==> src/rtl/alu_op_driver_pkg.sv <==
// Shared definitions for the ALU request/response driver: command codes,
// FSM encoding and settle-window bounds.
package alu_op_driver_pkg;

    typedef enum logic [2:0] {
        CMD_ADD  = 3'd0,
        CMD_SUB  = 3'd1,
        CMD_XOR  = 3'd2,
        CMD_SLT  = 3'd3,
        CMD_AND  = 3'd4,
        CMD_NAND = 3'd5,
        CMD_NOR  = 3'd6,
        CMD_OR   = 3'd7
    } alu_cmd_e;

    typedef enum logic [1:0] {
        ST_IDLE   = 2'd0,
        ST_SETTLE = 2'd1,
        ST_RESP   = 2'd2
    } drv_state_e;

    localparam int SETTLE_MIN = 1;
    localparam int SETTLE_MAX = 255;
    localparam int TIMER_W    = 8;

    // Out-of-range settle windows are clamped so the timer always terminates.
    function automatic logic [TIMER_W-1:0] settle_load(input int cycles);
        int c;
        c = cycles;
        if (c < SETTLE_MIN) c = SETTLE_MIN;
        if (c > SETTLE_MAX) c = SETTLE_MAX;
        return TIMER_W'(c - 1);
    endfunction

endpackage

==> src/rtl/alu_op_driver_settle_timer.sv <==
// Loadable down-counter for the ALU settle window; done marks the enabled
// cycle in which the count has reached zero.
module alu_settle_timer
    import alu_op_driver_pkg::*;
(
    input  logic               clk,
    input  logic               rst_n,
    input  logic               load,
    input  logic [TIMER_W-1:0] load_val,
    input  logic               en,
    output logic               done
);

    logic [TIMER_W-1:0] cnt_q;
    logic [TIMER_W-1:0] cnt_d;

    always_comb begin
        cnt_d = cnt_q;
        if (load) begin
            cnt_d = load_val;
        end else if (en && (cnt_q != '0)) begin
            cnt_d = cnt_q - TIMER_W'(1);
        end
    end

    always_ff @(posedge clk or negedge rst_n) begin
        if (!rst_n) begin
            cnt_q <= '0;
        end else begin
            cnt_q <= cnt_d;
        end
    end

    assign done = en && !load && (cnt_q == '0);

endmodule

==> src/rtl/alu_op_driver.sv <==
// Request/response front end for the combinational ALU: holds operands for a
// settle window, then captures result and flags for a valid/ready consumer.
//
// state  | meaning
// IDLE   | ready for a request; ALU inputs keep the last operands
// SETTLE | operands held on the ALU while the settle timer runs down
// RESP   | result captured, waiting for the consumer handshake
module alu_op_driver
    import alu_op_driver_pkg::*;
#(
    parameter int SETTLE_CYCLES = 8,
    parameter int CNT_W         = 16
) (
    input  logic             clk,
    input  logic             rst_n,
    input  logic             req_valid,
    output logic             req_ready,
    input  logic [2:0]       req_command,
    input  logic [31:0]      req_a,
    input  logic [31:0]      req_b,
    output logic [31:0]      alu_operandA,
    output logic [31:0]      alu_operandB,
    output logic [2:0]       alu_command,
    input  logic [31:0]      alu_result,
    input  logic             alu_carryout,
    input  logic             alu_zero,
    input  logic             alu_overflow,
    output logic             rsp_valid,
    input  logic             rsp_ready,
    output logic [2:0]       rsp_command,
    output logic [31:0]      rsp_result,
    output logic             rsp_carryout,
    output logic             rsp_zero,
    output logic             rsp_overflow,
    output logic [CNT_W-1:0] ops_done
);

    localparam logic [TIMER_W-1:0] LOAD_VAL = settle_load(SETTLE_CYCLES);

    drv_state_e       state_q, state_d;
    logic [31:0]      alu_a_q, alu_a_d;
    logic [31:0]      alu_b_q, alu_b_d;
    logic [2:0]       alu_cmd_q, alu_cmd_d;
    logic             rsp_valid_q, rsp_valid_d;
    logic [2:0]       rsp_cmd_q, rsp_cmd_d;
    logic [31:0]      rsp_result_q, rsp_result_d;
    logic             rsp_c_q, rsp_c_d;
    logic             rsp_z_q, rsp_z_d;
    logic             rsp_v_q, rsp_v_d;
    logic [CNT_W-1:0] ops_done_q, ops_done_d;

    logic accept;
    logic rsp_hs;
    logic timer_load;
    logic timer_done;

    // Ready follows rsp_ready in RESP so the next request can ride the handshake.
    assign req_ready = (state_q == ST_IDLE) || ((state_q == ST_RESP) && rsp_ready);
    assign accept    = req_valid && req_ready;
    assign rsp_hs    = rsp_valid_q && rsp_ready;

    always_comb begin
        state_d      = state_q;
        alu_a_d      = alu_a_q;
        alu_b_d      = alu_b_q;
        alu_cmd_d    = alu_cmd_q;
        rsp_valid_d  = rsp_valid_q;
        rsp_cmd_d    = rsp_cmd_q;
        rsp_result_d = rsp_result_q;
        rsp_c_d      = rsp_c_q;
        rsp_z_d      = rsp_z_q;
        rsp_v_d      = rsp_v_q;
        ops_done_d   = ops_done_q;
        timer_load   = 1'b0;

        unique case (state_q)
            ST_IDLE: begin
                if (accept) begin
                    alu_a_d    = req_a;
                    alu_b_d    = req_b;
                    alu_cmd_d  = req_command;
                    timer_load = 1'b1;
                    state_d    = ST_SETTLE;
                end
            end
            ST_SETTLE: begin
                if (timer_done) begin
                    rsp_valid_d  = 1'b1;
                    rsp_cmd_d    = alu_cmd_q;
                    rsp_result_d = alu_result;
                    rsp_c_d      = alu_carryout;
                    rsp_z_d      = alu_zero;
                    rsp_v_d      = alu_overflow;
                    state_d      = ST_RESP;
                end
            end
            ST_RESP: begin
                if (rsp_hs) begin
                    rsp_valid_d = 1'b0;
                    ops_done_d  = ops_done_q + CNT_W'(1);
                    if (accept) begin
                        alu_a_d    = req_a;
                        alu_b_d    = req_b;
                        alu_cmd_d  = req_command;
                        timer_load = 1'b1;
                        state_d    = ST_SETTLE;
                    end else begin
                        state_d = ST_IDLE;
                    end
                end
            end
            default: begin
                state_d = ST_IDLE;
            end
        endcase
    end

    always_ff @(posedge clk or negedge rst_n) begin
        if (!rst_n) begin
            state_q      <= ST_IDLE;
            alu_a_q      <= '0;
            alu_b_q      <= '0;
            alu_cmd_q    <= CMD_ADD;
            rsp_valid_q  <= 1'b0;
            rsp_cmd_q    <= '0;
            rsp_result_q <= '0;
            rsp_c_q      <= 1'b0;
            rsp_z_q      <= 1'b0;
            rsp_v_q      <= 1'b0;
            ops_done_q   <= '0;
        end else begin
            state_q      <= state_d;
            alu_a_q      <= alu_a_d;
            alu_b_q      <= alu_b_d;
            alu_cmd_q    <= alu_cmd_d;
            rsp_valid_q  <= rsp_valid_d;
            rsp_cmd_q    <= rsp_cmd_d;
            rsp_result_q <= rsp_result_d;
            rsp_c_q      <= rsp_c_d;
            rsp_z_q      <= rsp_z_d;
            rsp_v_q      <= rsp_v_d;
            ops_done_q   <= ops_done_d;
        end
    end

    alu_settle_timer u_timer (
        .clk      (clk),
        .rst_n    (rst_n),
        .load     (timer_load),
        .load_val (LOAD_VAL),
        .en       (state_q == ST_SETTLE),
        .done     (timer_done)
    );

    assign alu_operandA = alu_a_q;
    assign alu_operandB = alu_b_q;
    assign alu_command  = alu_cmd_q;
    assign rsp_valid    = rsp_valid_q;
    assign rsp_command  = rsp_cmd_q;
    assign rsp_result   = rsp_result_q;
    assign rsp_carryout = rsp_c_q;
    assign rsp_zero     = rsp_z_q;
    assign rsp_overflow = rsp_v_q;
    assign ops_done     = ops_done_q;

endmodule

==> config.mk <==
export PLATFORM = sky130hd
export DESIGN_NAME = alu_op_driver
export DESIGN_NICKNAME = d
export VERILOG_FILES = /design/src/rtl/alu_op_driver_pkg.sv /design/src/rtl/alu_op_driver_settle_timer.sv /design/src/rtl/alu_op_driver.sv
export SDC_FILE = /design/constraint.sdc
export NUM_CORES = 1
export LEC_CHECK = 0
export CAP_MARGIN = 20
export CORE_MARGIN = 1
export CORE_UTILIZATION = 40
export CTS_BUF_LIST = sky130_fd_sc_hd__clkbuf_2
export CTS_CLUSTER_SIZE = 24
export DETAILED_ROUTE_END_ITERATION = 8
export GPL_TIMING_DRIVEN = 1
export PLACE_DENSITY = 0.8
export SYNTH_ARGS = -nofsm -noshare
export SYNTH_HDL_FRONTEND = slang
export SYNTH_SLANG_ARGS = --single-unit
==> constraint.sdc <==
create_clock -name clk -period 2 [get_ports clk]
set_clock_uncertainty 0.1 [all_clocks]
set_input_delay 0.4 -clock clk [delete_from_list [all_inputs] [get_ports clk]]
set_output_delay 0.4 -clock clk [all_outputs]
set_load 0.02 [all_outputs]
==> results of run 1 <==
power by group through the flow:
stage / sequential (µW) / clock, µW / combinational (µW)
floorplan: 5730 / 0 / 1840
global placement: 4460 / 0 / 5900
detailed placement: 4530 / 0 / 6010
CTS: 4450 / 1970 / 5790
global route: 4590 / 2100 / 5930
finish: 4450 / 1920 / 5510
layer usage:
layer | GRT usage, % | vias up | part of all wire, %
met5 | 0 | - | 0
met4 | 6.25 | 0 | 1.0
met3 | 8.24 | 10 | 7.2
met2 | 38.8 | 165 | 52
met1 | 24.4 | 2183 | 40
li1 | - | 2136 | -
state kept, by name, summed over array words and instances, names as in the netlist:
register and count:
alu_operandA 32, alu_operandB 32, rsp_result 32, ops_done 16, u_timer.cnt_q 8, alu_command 3, rsp_command 3, state_q 2
rsp_carryout 1, rsp_overflow 1, rsp_valid 1, rsp_zero 1
worst paths after layout:
kind	cells after the start	endpoint	slack, ns	start
worst max-delay path	8	rsp_result[25]	-0.06	u_timer.cnt_q[1]
worst min-delay path	3	alu_operandA[23]	0.10	req_a[23]
worst max register to register	8	rsp_result[25]	-0.06	u_timer.cnt_q[1]
worst min register to register	1	ops_done[15]	0.39	ops_done[15]
max in group asynchronous	3	u_timer.cnt_q[7]	0.61	rst_n
min in group asynchronous	3	rsp_result[11]	0.12	rst_n
worst register-to-register path: cells and delay by family, from the launching register on:
| family | cells | cell delay (ns) |
|---|---|---|
| and+or+nand+nor | 3 | 0.62 |
| adders and majority gates | 1 | 0.13 |
| DFF | 1 | 0.42 |
| muxes | 1 | 0.30 |
| buffers and inverters | 3 | 0.41 |
per-stage QoR:
step / cells / hold WS [ns] / power [µW] / area (µm²)
global route: 962 / 0.00617 / 12600 / 8210
detailed placement: 883 / 0.234 / 10500 / 7990
floorplan: 484 / 0.00441 / 7570 / 5370
CTS: 944 / 0.0307 / 12200 / 8610
finish: 962 / 0.103 / 11900 / 8210
global placement: 883 / 0.231 / 10400 / 7990
kinds of logic after synthesis:
| kind of cell | Yosys count |
|---|---|
| fa+ha+maj | 3 |
| buf+inv | 27 |
| xor+xnor | 19 |
| flops | 132 |
| simple gates | 252 |
| mux | 39 |
| compound gates | 12 |
synth_stat cells (all sizes together) (2+ instances only):
cell type	instances	area, µm²
a21oi	2	10.0
buf	6	55.1
clkbuf	16	60.1
dfrtp	132	3300
ha	3	37.5
inv	5	18.8
mux2	38	571
nand2	220	828
nand3	6	30.0
nand4	3	18.8
nor2	6	25.0
nor3	2	10.0
nor4	2	12.5
nor4b	2	17.5
o211ai	4	30.0
o21ai	3	15.0
or4	2	18.8
xnor2	13	114
xor2	6	52.6
area by class of cell:
type,instances,area [µm²],share of cell area (%)
Clock inverter,15,213,2.59
Sequential cell,132,3310,40.2
Tap cell,172,215,2.62
Inverter,5,18.8,0.229
Multi-Input combinational cell,325,1950,23.7
Clock buffer,17,85.1,1.04
Timing Repair Buffer,296,2430,29.6
what timing repair did:
item / CTS / global route
hold buffers: 3 / 0
pin swaps: 1 / 2
endpoints found under the setup margin: 151 / 149
gates resized for setup: 254 / 140
buffers inserted: 23 / 17
cloned: 3 / 1
endpoints found under the hold margin: 132 / 0
==> flow_summary_export.csv, run 1 <==
group,metric,value,unit
synth,seq_area_frac_synth,61.9,%
grt,antenna_found_initial,0,
sta,worst_pin_slew,0.625,ns
layout,fillers,1033,
layout,utilization,64.0,%
detailed_routing,first_iter_violations,185,
synth,synth_cells,484,
synth,synth-simple-area-share,19.4,%
grt,overflow,0,
synth,synth-xor-area-share,3.12,%
synth,synthAdderAreaFrac,0.704,%
worst_setup_path,cp_max_fo,5,
die,rows,41,
detailed_routing,via_per_inst,4.67,
synth,synth_area,5340,µm²
worst_setup_path,critPathTopFamily,"simple AND/OR/NAND/NOR gates",
sta,fmax,0.486,GHz
sta,maxSlewHeadroom,58.2,%
power,p_comb_share,46.4,%
synth,muxShareOfSynthArea,10.9,%
power,p_per_area,1450,nW/µm²
sta,finalMaxSlewViolations,0,
worst_setup_path,cp_cell_sequence,"inv_2 -> ha_4 -> or3b_4 -> nor2_4 -> nand2_4 -> buf_12 -> clkbuf_16 -> mux2_4",
worst_setup_path,cpPeakStageDelay,0.42,ns
synth,synth_flop_cell,"dfrtp_1",
synth,ys_ff_latch,132,
synth,synth_nets,593,
synth,yosys.cell_types.count,37,
synth,syn-mean-instance-area,11.0,µm²
worst_setup_path,slowest_stage,"dfrtp_1",
sta,period_share,103,%
worst_setup_path,path_buf_inv,3,
synth,synth_compound_area_share,1.50,%
sta,finalSetupViolCount,22,
clock_network,clock-root-buffer,"clkbuf_2",
die,core_area,12800,µm²
power,p_leak,0.00435,µW
placement,dp_hpwl,9810,µm
layout,layout-area-overhead-vs-synth,53.9,%
grt,grt_max_degree,50,
synth,synth_top_family_by_area,"simple AND/OR/NAND/NOR gates",
clock_network,cts_tree,"done",
detailed_routing,wl,14600,µm
die,dieArea,13800,µm²
run_status,status,"complete, but fails checks",
worst_setup_path,end_kind,"register",
grt,grt_pass1_vias,4733,
placement,pre_cts_ws,-0.207,ns
detailed_routing,drt_pre_antenna_iters,4,
die,die_h,117,µm
sta,hold_viol_final,0,
sta,finalWorstSetupSlack,-0.0596,ns
clock_network,clkSlewWorstSetupHoldPaths,0.19,ns
worst_setup_path,crit_required,2.51,ns
layout,final_common_cell,"nand2_1",
layout,final_nets,886,
clock_network,insertion_delay,0.69,ns
placement,place_congestion,0.794,
power,peakVddDrop,0.745,mV
sta,fin_crit,2.06,ns
synth,async_reset_ff_share,100,%
placement,port_buffers,228,
synth,synth-warning-count,0,
grt,grt_usage,21.9,%
sta,setup_tns,-0.887,ns
worst_setup_path,critical_path.startpoint_type,"register",
detailed_routing,drtAntennaViolNets,0,
power,intPower,7160,µW
power,p_switching,4720,µW
run_status,violations,"setup timing",
worst_setup_path,cp.arrival,2.57,ns
clock_network,cts_buffer_depth,2,
detailed_routing,via_count,4494,
power,power_frac_clock,16.1,%
detailed_routing,drc_errors,0,
die,fp.dieW,117,µm
detailed_routing,wl_per_cell,15.2,µm
sta,grt_setup_unrepaired,"true",
clock_network,cts.sinks,132,
synth,synth_edf_count,0,
layout,final_layout_size_suffix_gt1_share,34.2,%
power,p_seq_share,37.5,%
layout,num_antenna_cells,0,
die,pin_count,229,
worst_hold_path,hold_path.class,"in -> reg",
layout,final_cell_mix,"nand2_1, dfrtp_1, clkbuf_2, clkdlybuf4s50_1, buf_4",
clock_network,htreeDepth,4,
grt,grt_pass1_wl,23700,µm
worst_setup_path,crit_type,"reg -> reg",
clock_network,numCtsBuffers,17,
power,swShare,39.7,%
job,cap_violations,0,
die,initial_core_util,41.6,%
Note: power is estimated with default switching activity, not from simulation.
==> run 2, diff against run 1 <==
==> constraint.sdc (replaced) <==
create_clock -name clk -period 1.7 [get_ports clk]
set_clock_uncertainty 0.1 [all_clocks]
set_input_delay 0.34 -clock clk [delete_from_list [all_inputs] [get_ports clk]]
set_output_delay 0.34 -clock clk [all_outputs]
set_load 0.02 [all_outputs]
==> run 2 against run 1 <==
Net effect: flip-flop and latch count unchanged; first-iteration DRC count shrank 5.9%; utilization is 13 points higher; maximum frequency up 4.9%; count of clock-buffer cells in the layout increased by 1; sequential power rose by 25%; worst setup slack got worse by 0.20 ns; the flow still finishes with violations (setup timing); largest cell class is now buffers; critical path depth decreased by 1; critical path type unchanged.
==> flow_summary_export.csv, run 2 (same netlist as run 1, synthesis figures left out) <==
group,metric,value,unit
layout,multiInputGateArea,2240,µm²
worst_setup_path,critPathLaunch,"u_timer.cnt_q[0]",
layout,final_nets,972,
power,swShare,38.3,%
power,p_leak,0.00499,µW
sta,maxSlewHeadroom,69.2,%
detailed_routing,drtAntennaViolNets,0,
power,p_comb_share,57.7,%
power,p_seq_share,33.2,%
layout,layout-area-overhead-vs-synth,85.7,%
clock_network,numCtsBuffers,17,
clock_network,htreeDepth,4,
die,die_h,117,µm
sta,finalWorstSetupSlack,-0.263,ns
placement,port_buffers,228,
clock_network,cts_buffer_depth,2,
layout,final_common_cell,"nand2_1",
clock_network,clock-root-buffer,"clkbuf_2",
detailed_routing,first_iter_violations,174,
detailed_routing,drc_errors,0,
job,cap_violations,0,
power,p_per_area,1690,nW/µm²
layout,final_layout_size_suffix_gt1_share,44.5,%
layout,fin_cells,1044,
placement,place_inst,893,
clock_network,insertion_delay,0.68,ns
die,dieArea,13800,µm²
sta,fmax,0.509,GHz
power,peakVddDrop,1.01,mV
run_status,status,"complete, but fails checks",
clock_network,cts_tree,"done",
clock_network,cts.sinks,132,
power,power_frac_clock,9.1,%
sta,finalSetupViolCount,67,
layout,register_area,3310,µm²
worst_setup_path,cp_num_cells,7,
detailed_routing,via_count,5102,
power,p_total,16800,µW
worst_setup_path,critPathTopFamily,"simple AND/OR/NAND/NOR gates",
detailed_routing,via_per_inst,4.89,
sta,finalMaxSlewViolations,0,
grt,grt_use_met2,42.4,%
placement,place_congestion,0.798,
die,rows,41,
sta,period_share,115,%
worst_setup_path,r2r_setup_slack,-0.26,ns
sta,setup_tns,-10.55,ns
worst_setup_path,end_kind,"register",
power,p_switching,6420,µW
die,core_area,12800,µm²
sta,fin_crit,1.96,ns
placement,dp_hpwl,10200,µm
detailed_routing,drt_pre_antenna_iters,4,
worst_setup_path,cp.arrival,2.43,ns
worst_setup_path,crit_end,"rsp_result[2]",
clock_network,clkSlewWorstSetupHoldPaths,0.17,ns
grt,antenna_found_initial,0,
worst_setup_path,crit_type,"reg -> reg",
worst_setup_path,reg2reg_to,"rsp_result[2]",
layout,fillers,784,
grt,grt_pass1_vias,5130,
worst_setup_path,cp_cell_sequence,"inv_2 -> ha_4 -> or3b_4 -> nor2_4 -> nand2_4 -> buf_12 -> mux2_4",
grt,use_met3,6.83,%
worst_setup_path,cpPeakStageDelay,0.42,ns
grt,grt_max_degree,56,
worst_setup_path,crit_required,2.16,ns
sta,worst_pin_slew,0.458,ns
grt,overflow,0,
worst_hold_path,hold_path.class,"in -> reg",
die,initial_core_util,41.6,%
sta,grt_setup_unrepaired,"true",
run_status,violations,"setup timing",
sta,holdWs,0.0943,ns
detailed_routing,wl_per_cell,17.1,µm
worst_setup_path,critical_path.startpoint_type,"register",
die,fp.dieW,117,µm
worst_setup_path,rr_worst_depth,7,
worst_setup_path,slowest_stage,"dfrtp_1",
power,intPower,10300,µW
worst_setup_path,path_buf_inv,2,
worst_hold_path,holdCritStartpoint,"req_a[20]",
sta,hold_viol_final,0,
grt,grt_usage,23.2,%
layout,num_antenna_cells,0,
worst_setup_path,rr_startpoint,"u_timer.cnt_q[0]",
grt,grt_pass1_wl,25000,µm
grt,grt_use_met1,24.2,%
layout,final_cell_mix,"nand2_1, buf_6, dfrtp_1, clkdlybuf4s50_1, buf_4",
die,pin_count,229,
grt,busiest_layer,"met2",
detailed_routing,wl,17900,µm
worst_setup_path,cp_max_fo,19,
## run 2: how the worst min path moves through the flow
| stage | end | slack, ns | cells after the start |
|---|---|---|---|
| 6_report | alu_operandA[20] | 0.09 | 3 |
| 5_1_grt | alu_operandA[25] | 0.008 | 3 |
| 4_1_cts | alu_operandB[10] | 0.0008 | 3 |
| 3_5_place_dp | ops_done[8] | 0.1 | 1 |
| 3_3_place_gp | ops_done[10] | 0.09 | 1 |
| 2_1_floorplan | alu_command[0] | -0.06 | 0 |
## run 2: cell type report
cell class	instances	share of cell area, %
clock buffers	18	0.909
multi-input cells	326	22.7
repair buffers	381	40.0
well taps	172	2.17
inverters	5	0.189
clock inverters	10	0.707
flip-flops and latches	132	33.4
## run 2: timing repair
item | in CTS | in global routing
buffers inserted | 56 | 32
setup endpoints to repair | 170 | 233
hold buffers | 23 | 0
gates resized for setup | 748 | 85
pin swaps | 0 | 40
hold endpoints to repair | 153 | 0
cloned | 0 | 13
## run 2: power groups by stage
stage | clock, µW | combinational (µW) | sequential (µW)
floorplan | 0 | 2160 | 6740
global placement | 0 | 7140 | 5220
detailed placement | 0 | 7300 | 5310
CTS | 1590 | 8400 | 5430
global route | 1720 | 10200 | 5690
finish | 1520 | 9670 | 5560
## run 2: worst register-to-register path: cells and delay by family (launching register included)
| kind | cells | cell delay, ns |
|---|---|---|
| flip-flops | 1 | 0.42 |
| AND/OR/NAND/NOR | 3 | 0.63 |
| adder cells (fa/ha/maj) | 1 | 0.13 |
| multiplexers | 1 | 0.32 |
| buffers and inverters | 2 | 0.27 |
## run 2: per-stage QoR
stage	utilization [%]	instance area, µm²	setup WS, ns
after floorplan	-	5390	-0.253
after global placement	63.2	8100	-0.411
after detailed placement	63.2	8100	-0.451
after CTS	70.9	9100	-0.253
after global routing	77.2	9910	-0.345
final	77.2	9910	-0.263
## run 2: metal layers
metal | wire length, µm | vias up
met5 | 0 | -
met4 | 664 | 0
met3 | 959 | 52
met2 | 9540 | 220
met1 | 6730 | 2523
li1 | - | 2307
==> run 3, diff against run 2 <==
--- a/config.mk
+++ b/config.mk
@@ -7,12 +7,12 @@
 export LEC_CHECK = 0
 export CAP_MARGIN = 20
 export CORE_MARGIN = 1
-export CORE_UTILIZATION = 40
+export CORE_UTILIZATION = 41
 export CTS_BUF_LIST = sky130_fd_sc_hd__clkbuf_2
 export CTS_CLUSTER_SIZE = 24
 export DETAILED_ROUTE_END_ITERATION = 8
 export GPL_TIMING_DRIVEN = 1
-export PLACE_DENSITY = 0.8
+export PLACE_DENSITY = 0.79
 export SYNTH_ARGS = -nofsm -noshare
 export SYNTH_HDL_FRONTEND = slang
 export SYNTH_SLANG_ARGS = --single-unit
==> constraint.sdc (replaced) <==
create_clock -name clk -period 2.07 [get_ports clk]
set_clock_uncertainty 0.1 [all_clocks]
set_input_delay 0.207 -clock clk [delete_from_list [all_inputs] [get_ports clk]]
set_output_delay 0.207 -clock clk [all_outputs]
set_load 0.02 [all_outputs]
==> run 3 against run 2 <==
Net effect: the run now ends clean; utilization is 2.3 points lower; non-clock buffer count fell by 28; sequential share of layout area increased by 1.4 points; design area shrank 4.1%; combinational power down 40%; routed wire length down 1.2%; critical path depth unchanged; die area decreased by 2.4%; worst hold slack improved by 0.0066 ns; worst setup slack better by 0.32 ns; register-to-register slack better by 0.32 ns; count of clock-buffer cells in the layout is 2 higher; largest cell class unchanged.
==> flow_summary_export.csv, run 3 (same netlist as run 1, synthesis figures left out) <==
group,metric,value,unit
run_status,status,"finished clean",
layout,num_antenna_cells,0,
sta,holdWs,0.101,ns
grt,busiest_layer,"met2",
worst_setup_path,reg2reg_to,"rsp_result[13]",
detailed_routing,via_count,4904,
worst_setup_path,rr_worst_depth,7,
power,intPower,7410,µW
detailed_routing,drtAntennaViolNets,0,
die,fp.dieW,116,µm
clock_network,cts.sinks,132,
power,p_switching,4760,µW
clock_network,cts_buffer_depth,2,
detailed_routing,drc_errors,0,
worst_hold_path,min_to,"rsp_result[25]",
power,swShare,39.1,%
worst_setup_path,cp.arrival,2.51,ns
detailed_routing,wl_per_cell,17.3,µm
worst_setup_path,crit_required,2.57,ns
job,cap_violations,0,
detailed_routing,first_iter_violations,353,
layout,final_layout_size_suffix_gt1_share,12.9,%
layout,final_nets,943,
power,p_per_area,1280,nW/µm²
power,power_frac_clock,15.8,%
layout,final_common_cell,"nand2_1",
worst_setup_path,end_kind,"register",
layout,fin_cells,1019,
grt,overflow,0,
sta,finalMaxSlewViolations,0,
clock_network,insertion_delay,0.67,ns
sta,hold_viol_final,0,
power,peakVddDrop,0.634,mV
detailed_routing,wl,17700,µm
die,rows,41,
sta,fmax,0.496,GHz
worst_hold_path,whs_path_depth,2,
worst_hold_path,hold_path.class,"in -> reg",
detailed_routing,via_per_inst,4.81,
grt,grt_pass1_vias,5169,
worst_setup_path,crit_type,"reg -> reg",
power,p_seq_share,36.1,%
sta,period_share,97.4,%
layout,final_cell_mix,"nand2_1, dfrtp_1, clkdlybuf4s50_1, dlygate4sd3_1, dlymetal6s2s_1",
grt,grt_max_degree,71,
grt,grt_pass1_wl,25400,µm
placement,place_inst,875,
sta,fin_crit,2.02,ns
worst_setup_path,rr_startpoint,"u_timer.cnt_q[1]",
layout,postLayoutCellArea,9500,µm²
grt,grt_use_met1,26.3,%
die,core_area,12700,µm²
die,initial_core_util,42.1,%
clock_network,clock-root-buffer,"clkbuf_2",
layout,layout-area-overhead-vs-synth,78.0,%
detailed_routing,drt_pre_antenna_iters,6,
power,p_leak,0.00532,µW
placement,placed_area,7910,µm²
die,die_h,116,µm
clock_network,clkSlewWorstSetupHoldPaths,0.21,ns
die,pin_count,229,
sta,finalSetupViolCount,0,
clock_network,cts_tree,"done",
worst_setup_path,critical_path.startpoint_type,"register",
worst_setup_path,cp_max_fo,12,
sta,worst_pin_slew,0.518,ns
worst_setup_path,cpPeakStageDelay,0.43,ns
clock_network,htreeDepth,4,
grt,antenna_found_initial,0,
placement,dp_hpwl,9780,µm
placement,place_congestion,0.781,
grt,grt_use_met2,45.4,%
worst_setup_path,r2r_setup_slack,0.05,ns
worst_setup_path,cp_cell_sequence,"inv_2 -> ha_4 -> or3b_4 -> nor2_4 -> nand2_4 -> clkbuf_16 -> mux2_4",
grt,grt_usage,25.2,%
worst_setup_path,slowest_stage,"dfrtp_1",
sta,maxSlewHeadroom,65.4,%
clock_network,numCtsBuffers,17,
power,p_comb_share,48.1,%
worst_hold_path,holdCritStartpoint,"alu_result[25]",
die,dieArea,13500,µm²
grt,use_met3,8.37,%
placement,port_buffers,228,
## run 3: worst max-delay path, delay by kind of cell, from the launching register on
kind,cells,cell delay (ns)
muxes,1,0.31
DFF,1,0.43
and+or+nand+nor,3,0.65
adders and majority gates,1,0.13
buffers and inverters,2,0.33
## run 3: worst max path at each step
stage / startpoint / to / slack [ns] / depth (start not counted)
2_1_floorplan: u_timer.cnt_q[0] / rsp_carryout / 0.03 / 8
3_3_place_gp: u_timer.cnt_q[1] / rsp_result[10] / 0.07 / 7
3_5_place_dp: u_timer.cnt_q[1] / u_timer.cnt_q[3] / -0.05 / 7
4_1_cts: rsp_result[17] / rsp_result[17] / 0.0008 / 1
5_1_grt: u_timer.cnt_q[0] / rsp_result[13] / -0.03 / 7
6_report: u_timer.cnt_q[1] / rsp_result[13] / 0.05 / 7
## run 3: power groups by stage
stage	clock network [µW]	logic, µW	registers (µW)
3_5_place_dp	0	5750	4410
2_1_floorplan	0	1720	5540
4_1_cts	1960	5680	4350
3_3_place_gp	0	5610	4360
6_report	1930	5850	4390
5_1_grt	2070	6220	4500
## run 3: timing repair
action,CTS,global route
hold buffers,102,1
gates cloned,0,3
resized for setup,64,75
endpoints found under the hold margin,232,1
pin swaps,0,2
endpoints found under the setup margin,87,107
setup buffers,2,4
## run 3: layer usage
layer / up-vias / part of all wire (%)
met3: 46 / 6.7
met5: - / 0
met1: 2384 / 38
li1: 2248 / -
met2: 226 / 52
met4: 0 / 3.3
## run 3: stage by stage
step	TNS (ns)	total power, µW	worst slack [ns]	utilization (%)
finish	0	12200	0.0545	75.0
global route	-0.115	12800	-0.0258	75.0
CTS	0	12000	0.000754	72.4
detailed placement	-0.0478	10200	-0.0478	62.4
global placement	0	9960	0.0710	62.4
floorplan	0	7260	0.0260	-
## run 3: layout make-up
type | count | area, µm²
sequential | 132 | 3310
timing repair buffer | 353 | 3710
fill | 795 | 3170
multi-input combinational | 325 | 1950
inverter | 5 | 18.8
tap | 172 | 215
clock inverter | 12 | 204
clock buffer | 20 | 100
